## config.mk

```make
export PLATFORM = sky130hd
export DESIGN_NAME = iiitb_uart_tx
export DESIGN_NICKNAME = d
export VERILOG_FILES = /design/src/rtl/iiitb_uart_tx.sv
export SDC_FILE = /design/constraint.sdc
export NUM_CORES = 1
export LEC_CHECK = 0
export BUFFER_PORTS_ARGS = -buffer_cell sky130_fd_sc_hd__buf_2
export CORE_UTILIZATION = 45
export DETAILED_ROUTE_END_ITERATION = 8
export SETUP_SLACK_MARGIN = 0.2
export SYNTH_ARGS = -nofsm -noshare
export SYNTH_HDL_FRONTEND = slang
export SYNTH_SLANG_ARGS = --single-unit
```

## constraint.sdc

```tcl
create_clock -name clk -period 1.8 [get_ports clk]
set_input_delay 0.18 -clock clk [delete_from_list [all_inputs] [get_ports clk]]
set_output_delay 0.18 -clock clk [all_outputs]
set_load 0.01 [all_outputs]
```

## src/rtl/iiitb_uart_tx.sv

```systemverilog
// UART serial transmitter: start bit, LSB-first data, optional parity, 1-2 stop bits.
// One bit per rising edge of baud_clk, which is edge-detected as data in the clk domain.
module iiitb_uart_tx #(
    parameter int unsigned DATA_BITS  = 8,
    parameter int unsigned PARITY_EN  = 0,
    parameter int unsigned PARITY_ODD = 0,
    parameter int unsigned STOP_BITS  = 1
) (
    input  logic                 clk,
    input  logic                 reset,
    input  logic                 baud_clk,
    input  logic [DATA_BITS-1:0] tx_data,
    input  logic                 tx_valid,
    output logic                 tx_ready,
    output logic                 tx,
    output logic                 tx_busy
);

    localparam logic [3:0] LP_DATA_BITS = 4'(DATA_BITS);
    localparam logic [1:0] LP_STOP_BITS = 2'(STOP_BITS);
    localparam logic       LP_PAR_EN    = (PARITY_EN != 0);
    localparam logic       LP_PAR_ODD   = (PARITY_ODD != 0);

    typedef enum logic [2:0] {
        S_IDLE,
        S_WAIT,
        S_START,
        S_DATA,
        S_PARITY,
        S_STOP
    } state_t;

    state_t               r_state;
    logic                 r_baud_q;
    logic                 r_tx;
    logic                 r_ready;
    logic                 r_busy;
    logic                 r_parity;
    logic [DATA_BITS-1:0] r_shift;
    logic [3:0]           r_bit_cnt;
    logic [1:0]           r_stop_cnt;
    logic                 w_tick;

    // baud_q resets high so a baud_clk already high at reset release is not a tick
    assign w_tick = baud_clk & ~r_baud_q;

    always_ff @(posedge clk) begin
        if (reset) begin
            r_state    <= S_IDLE;
            r_baud_q   <= 1'b1;
            r_tx       <= 1'b1;
            r_ready    <= 1'b0;
            r_busy     <= 1'b0;
            r_parity   <= 1'b0;
            r_shift    <= '0;
            r_bit_cnt  <= '0;
            r_stop_cnt <= '0;
        end else begin
            r_baud_q <= baud_clk;
            case (r_state)
                S_IDLE: begin
                    r_tx <= 1'b1;
                    if (tx_valid && r_ready) begin
                        r_shift  <= tx_data;
                        r_parity <= (^tx_data) ^ LP_PAR_ODD;
                        r_ready  <= 1'b0;
                        r_busy   <= 1'b1;
                        r_state  <= S_WAIT;
                    end else begin
                        r_ready <= 1'b1;
                    end
                end
                S_WAIT: begin
                    if (w_tick) begin
                        r_tx    <= 1'b0;
                        r_state <= S_START;
                    end
                end
                S_START: begin
                    if (w_tick) begin
                        r_tx      <= r_shift[0];
                        r_shift   <= r_shift >> 1;
                        r_bit_cnt <= 4'd1;
                        r_state   <= S_DATA;
                    end
                end
                S_DATA: begin
                    if (w_tick) begin
                        if (r_bit_cnt < LP_DATA_BITS) begin
                            r_tx      <= r_shift[0];
                            r_shift   <= r_shift >> 1;
                            r_bit_cnt <= r_bit_cnt + 4'd1;
                        end else if (LP_PAR_EN) begin
                            r_tx    <= r_parity;
                            r_state <= S_PARITY;
                        end else begin
                            r_tx       <= 1'b1;
                            r_stop_cnt <= 2'd1;
                            r_state    <= S_STOP;
                        end
                    end
                end
                S_PARITY: begin
                    if (w_tick) begin
                        r_tx       <= 1'b1;
                        r_stop_cnt <= 2'd1;
                        r_state    <= S_STOP;
                    end
                end
                S_STOP: begin
                    r_tx <= 1'b1;
                    if (w_tick) begin
                        if (r_stop_cnt < LP_STOP_BITS) begin
                            r_stop_cnt <= r_stop_cnt + 2'd1;
                        end else begin
                            r_stop_cnt <= '0;
                            r_bit_cnt  <= '0;
                            r_busy     <= 1'b0;
                            r_state    <= S_IDLE;
                        end
                    end
                end
                default: begin
                    r_tx    <= 1'b1;
                    r_busy  <= 1'b0;
                    r_state <= S_IDLE;
                end
            endcase
        end
    end

    assign tx       = r_tx;
    assign tx_ready = r_ready;
    assign tx_busy  = r_busy;

endmodule

```

==> run metrics, run 1 <==
most area-hungry cell type in the Yosys netlist=dfxtp_1; maxcap violations=0; Max Slew Vio Count=0; first-pass GRT wire length=4070 microns; EDFF count, synth=0; FF+latch area=~420 sq um; CTS tree=built; area of the mapped netlist=about 1200 sq um; final setup vio count=0; final instance area=1270 sq um; CTS Root Cell=clkbuf_4; maximum clock frequency=671 MHz; synth-to-layout area growth=9.51%; Power Total=roughly 0.85 mW; Die Wd=52.7 microns; largest net degree at the start of global routing=22; clock latency at the later pin of the worst-skew pair=around 0.30 ns; Avg Synthesized Cell Area=between 8 and 9 sq um; core area=2450 sq um; clk_skew=~0.0054 ns; Crit. End Element=flip-flop; worst hold path class=input pin to flip-flop; Final Critical Period=between 1 and 1.5 ns; FILL cells=245; total gr overflow=0; synthesized instance count=~140; post-DP HPWL=between 1500 and 2000 microns; Final ANT Viol Nets=0; Port Buffers=14; Worst-path clk slew=0.12 ns; wire per inst=~14 microns; DIE AREA=approximately 2800 sq um; IO Pins=15; Critical Path RT=~2.0 ns; CP Max Fanout=4; hold buffers post-CTS=0; initial antenna violation count=0; Yosys warning count=0; Worst Setup Slack, final=about 0.31 ns; Post-synth top cells=dfxtp_1 (21), nor3_1 (17), a21oi_1 (12); crit path launch type=flip-flop; # H-tree levels=1; relative slew slack=roughly three quarters; post-synth cell types=34; Rows=18; hold slack=roughly 0.11 ns; GRT Overall Usage=19.6%; status=finished clean; Crit path largest cell delay=just over 0.4 ns; Synthesized Nets=roughly 150; DIE HEIGHT=around 53 microns; Diodes inserted=0; vias=roughly 1000; slowest cell on the critical path=nor4bb_1; post-CTS setup buffer count=0; critical-path cell list=inv_1 -> ha_1 -> nor4bb_1 -> o21ai_0 -> a21oi_1 -> nor2_1; Iteration-0 DRC Markers=33; largest buffer count on any clock path=2; RSZ-0062 raised after global routing=false; Worst path top cell family by delay=simple AND/OR/NAND/NOR gates; dpl cell area=1240 sq um; Area contributors post-synth=dfxtp_1 (36%), nor3_1 (7.4%), a221oi_1 (6.1%); Clock Sinks=21; VDD IR max=0.000430 V; layout cells sized above 1=about a fifth; Worst EP arrival=~1.7 ns; 1st-pass router iterations=4; Worst-Margin Slew=just under 0.4 ns; dpl ws=~0.24 ns; PwrDens=between 600 and 700 nW/um^2; sequential-to-total area share from yosys stat=36.3%; multi-input logic area=658 sq um; Buf+Inv Stages, Crit Path=1; vias in the first global route=~900; Yosys top cell area share=36.3%; ys async rst share=0%; cts bufs inserted=3; Via density=5.77; crit share post-route=between 80% and 90%; final hold vios=0; CP Class=flip-flop to flip-flop; nets=roughly 170; setup TNS=0 ns; post_cts resized=0; count leader, synth=dfxtp_1; prevailing post-synth register cell=dfxtp_1; P_leak=0.451 nW; initial core utilization=a little under half; DRC viols=0; RD Place Congestion=between 0.8 and 0.9; Seq cells post-synth=21; Routed WL=roughly 2400 microns
[layout by cell type (no fill, tap or decap), drive strengths merged]
cell type and instances:
or2 1, nand3 6, and2b 1, a31o 1
a21o 3, mux2i 1, or3 3, nor3 18
nor4bb 1, nand4 1, a21oi 12, buf 19
and3 3, nand2b 2, a221oi 8, and4b 1
a2111oi 1, dfxtp 21, clkbuf 4, a211oi 1
inv 4, nand2 7, nor2 3, nor2b 9
and2 1, a32oi 1, o21ai 7, nor3b 1
nand3b 3, ha 3, nand4b 2
[cell type report]
class | instances | share of cell area [%]
multi-input combinational | 101 | 51.9
sequential | 21 | 33.4
timing repair buffer | 19 | 8.49
tap | 30 | 2.96
clock buffer | 4 | 2.07
inverter | 4 | 1.18
[where the power goes]
| part | switching [mW] | internal [mW] |
|---|---|---|
| Sequential | 0.0170 | 0.488 |
| Combinational | 0.0629 | 0.0540 |
| Clock | 0.140 | 0.0864 |
| Total | 0.220 | 0.628 |
[sequential cells by signal (all words and copies together) (netlist names)]
| name | flops |
|---|---|
| tx_busy | 1 |
| r_shift | 8 |
| r_state | 3 |
| r_stop_cnt | 2 |
| tx_ready | 1 |
| r_bit_cnt | 4 |
| tx | 1 |
| r_baud_q | 1 |
[kinds of logic after synthesis]
group | Yosys count | share of synthesized area [%]
AND/OR/NAND/NOR | 63 | 32.0
AO/OA/AOI/OAI | 34 | 20.8
flip-flops | 21 | 36.3
buffers and inverters | 16 | 6.81
adder cells (fa/ha/maj) | 3 | 3.24
multiplexers | 1 | 0.865
[per-stage QoR]
stage,util (%),instances
after detailed placement,50.5,175
after floorplan,-,138
after global routing,51.6,179
after CTS,51.5,179
final,51.6,179
after global placement,50.5,175
[per-layer routing]
metal	vias to the layer above	part of all wire, %	track usage (%)	wire length, microns
met5	-	0	0	0
met4	0	0.41	3.07	10
met3	2	4.7	4.35	115
met2	21	46	30.2	1120
met1	484	49	28.0	1190
li1	526	-	-	-
[final timing paths]
kind / depth (start not counted) / start / slack, ns / endpoint
setup / recovery: 6 / r_stop_cnt[0] / 0.31 / tx_busy
hold / removal: 2 / baud_clk / 0.11 / r_baud_q
setup reg to reg: 6 / r_stop_cnt[0] / 0.31 / tx_busy
hold reg to reg: 2 / tx_busy / 0.50 / tx_busy
Power figures use the tool's default switching activity.
==> run 2: changes to the inputs <==
clock period = 1.5 ns   (was 1.8 ns; I/O delays follow)
==> run 2 against run 1 <==
  * Die area is the same
  * Combinational power grew 79%
  * Utilization is 15 points higher
  * First-iteration DRC count shrank 76%
  * Final area increased by 29%
  * Clock skew increased by 0.0065 ns
  * Critical path type unchanged
  * Wire length grew 26%
  * Total power rose by 31%
==> run metrics, run 2 (synthesized netlist as in run 1, its figures left out) <==
first-pass GRT wire length=approximately 4400 microns; crit path launch type=flip-flop; worst hold path class=input pin to flip-flop; DRC viols=0; Final Critical Period=~1.3 ns; Critical Path RT=around 1.8 ns; Iteration-0 DRC Markers=8; slowest cell on the critical path=or3_1; initial antenna violation count=1; Die Wd=roughly 53 microns; hold buffers post-CTS=0; Worst path top cell family by delay=simple AND/OR/NAND/NOR gates; CTS tree=built; critical-path cell list=and2b_4 -> nand3b_1 -> or3_1 -> a21oi_1; total gr overflow=0; VDD IR max=between 0.0004 and 0.0005 V; Rows=18; Clock Sinks=21; RSZ-0062 raised after global routing=true; Register-to-Register Path Depth=4; final instance area=roughly 1600 sq um; post-DP HPWL=about 1800 microns; layout cells sized above 1=about half; CP Class=flip-flop to flip-flop; vias=1135; crit share post-route=about nine tenths; Port Buffers=14; Crit path largest cell delay=~0.37 ns; status=finished clean; wire per inst=around 16 microns; clk_skew=around 0.012 ns; Routed WL=around 3100 microns; maxcap violations=0; CTS Root Cell=clkbuf_4; Largest regs=r_shift (8), r_bit_cnt (4), r_state (3); P_leak=0.611 nW; # H-tree levels=1; relative slew slack=between 70% and 80%; cts bufs inserted=3; Worst-path clk slew=between 0.1 and 0.15 ns; DIE HEIGHT=between 50 and 60 microns; Power Total=1.11 mW; final hold vios=0; most frequent cells in the layout=buf_4 (18), dfxtp_1 (15), buf_2 (14), a21oi_1 (11), nor3_1 (10); Stages on worst setup path=4; Worst EP arrival=1.59 ns; Largest register FFs=8; IO Pins=15; Crit. End Element=flip-flop; clock latency at the later pin of the worst-skew pair=approximately 0.32 ns; core area=between 2000 and 2500 sq um; Biggest register=r_shift; setup TNS=0 ns; GRT Overall Usage=between 20% and 30%; RD Place Congestion=about 0.72; commonest non-fill, non-tap cell in the layout=buf_4; worst hold path depth=3; dpl cell area=1360 sq um; Final ANT Viol Nets=0; initial core utilization=between 40% and 50%; final setup vio count=0; maximum clock frequency=744 MHz; synth-to-layout area growth=41.6%; largest buffer count on any clock path=2; Via density=5.76; PwrDens=roughly 680 nW/um^2; DIE AREA=approximately 2800 sq um; Worst-Margin Slew=roughly 0.42 ns; 1st-pass router iterations=4; nets=182; Buf+Inv Stages, Crit Path=0; CP Max Fanout=8; largest net degree at the start of global routing=22; Max Slew Vio Count=0; hold slack=0.0810 ns; vias in the first global route=approximately 1000
[run 2: cell count changes in the layout (fill, tap and decap cells not counted), moves of 4 or more]
cell,delta
buf_4,+13
a221oi_1,-7
a221oi_2,+7
nor3_1,-7
nor3_2,+6
dfxtp_1,-4
[run 2: area by class of cell]
cell class	instances	area (sq um)
Multi-Input combinational cell	101	845
Sequential cell	21	435
Timing Repair Buffer	36	277
Fill cell	196	816
Clock inverter	1	5.00
Tap cell	30	37.5
Clock buffer	3	22.5
Inverter	4	15.0
Antenna cell	1	2.50
[run 2: power breakdown]
| group | switching (mW) | total (mW) | internal [mW] | leakage, nW |
|---|---|---|---|---|
| registers | 0.0325 | 0.615 | 0.583 | 0.174 |
| clock network | 0.186 | 0.286 | 0.100 | 0.0177 |
| logic | 0.0973 | 0.210 | 0.113 | 0.419 |
[run 2: what timing repair did]
action                     CTS  global route
pin swaps                    4            19
buffers inserted             5             3
cloned                       0             1
resized for setup           21            20
setup endpoints to repair   19            19
[run 2: routing by layer]
layer  track usage, %  routed length, microns  vias up
li1                 -                       -      567
met1             23.7                    1290      537
met2             40.3                    1610       22
met3             3.19                      66        9
met4             11.8                     104        0
met5                0                       0        -
[run 2: through the flow]
stage	setup WS (ns)	util, %	instances
after floorplan	0.195	-	138
after CTS	0.163	61.1	192
after global routing	0.0957	66.8	197
after detailed placement	0.0951	55.5	183
after global placement	0.102	55.5	183
final	0.157	66.8	197
[run 2: path summary, 6_finish.rpt]
kind | startpoint | end | slack (ns)
worst max-delay path | r_baud_q | r_bit_cnt[2] | 0.16
worst min-delay path | tx_data[7] | r_shift[7] | 0.08
worst max register to register | r_baud_q | r_bit_cnt[2] | 0.16
worst min register to register | tx_busy | tx_busy | 0.51
[run 2: worst min-delay path: stages]
cell and delay (ns):
buf_2 0.10, nand3b_1 0.07, a21oi_1 0.05
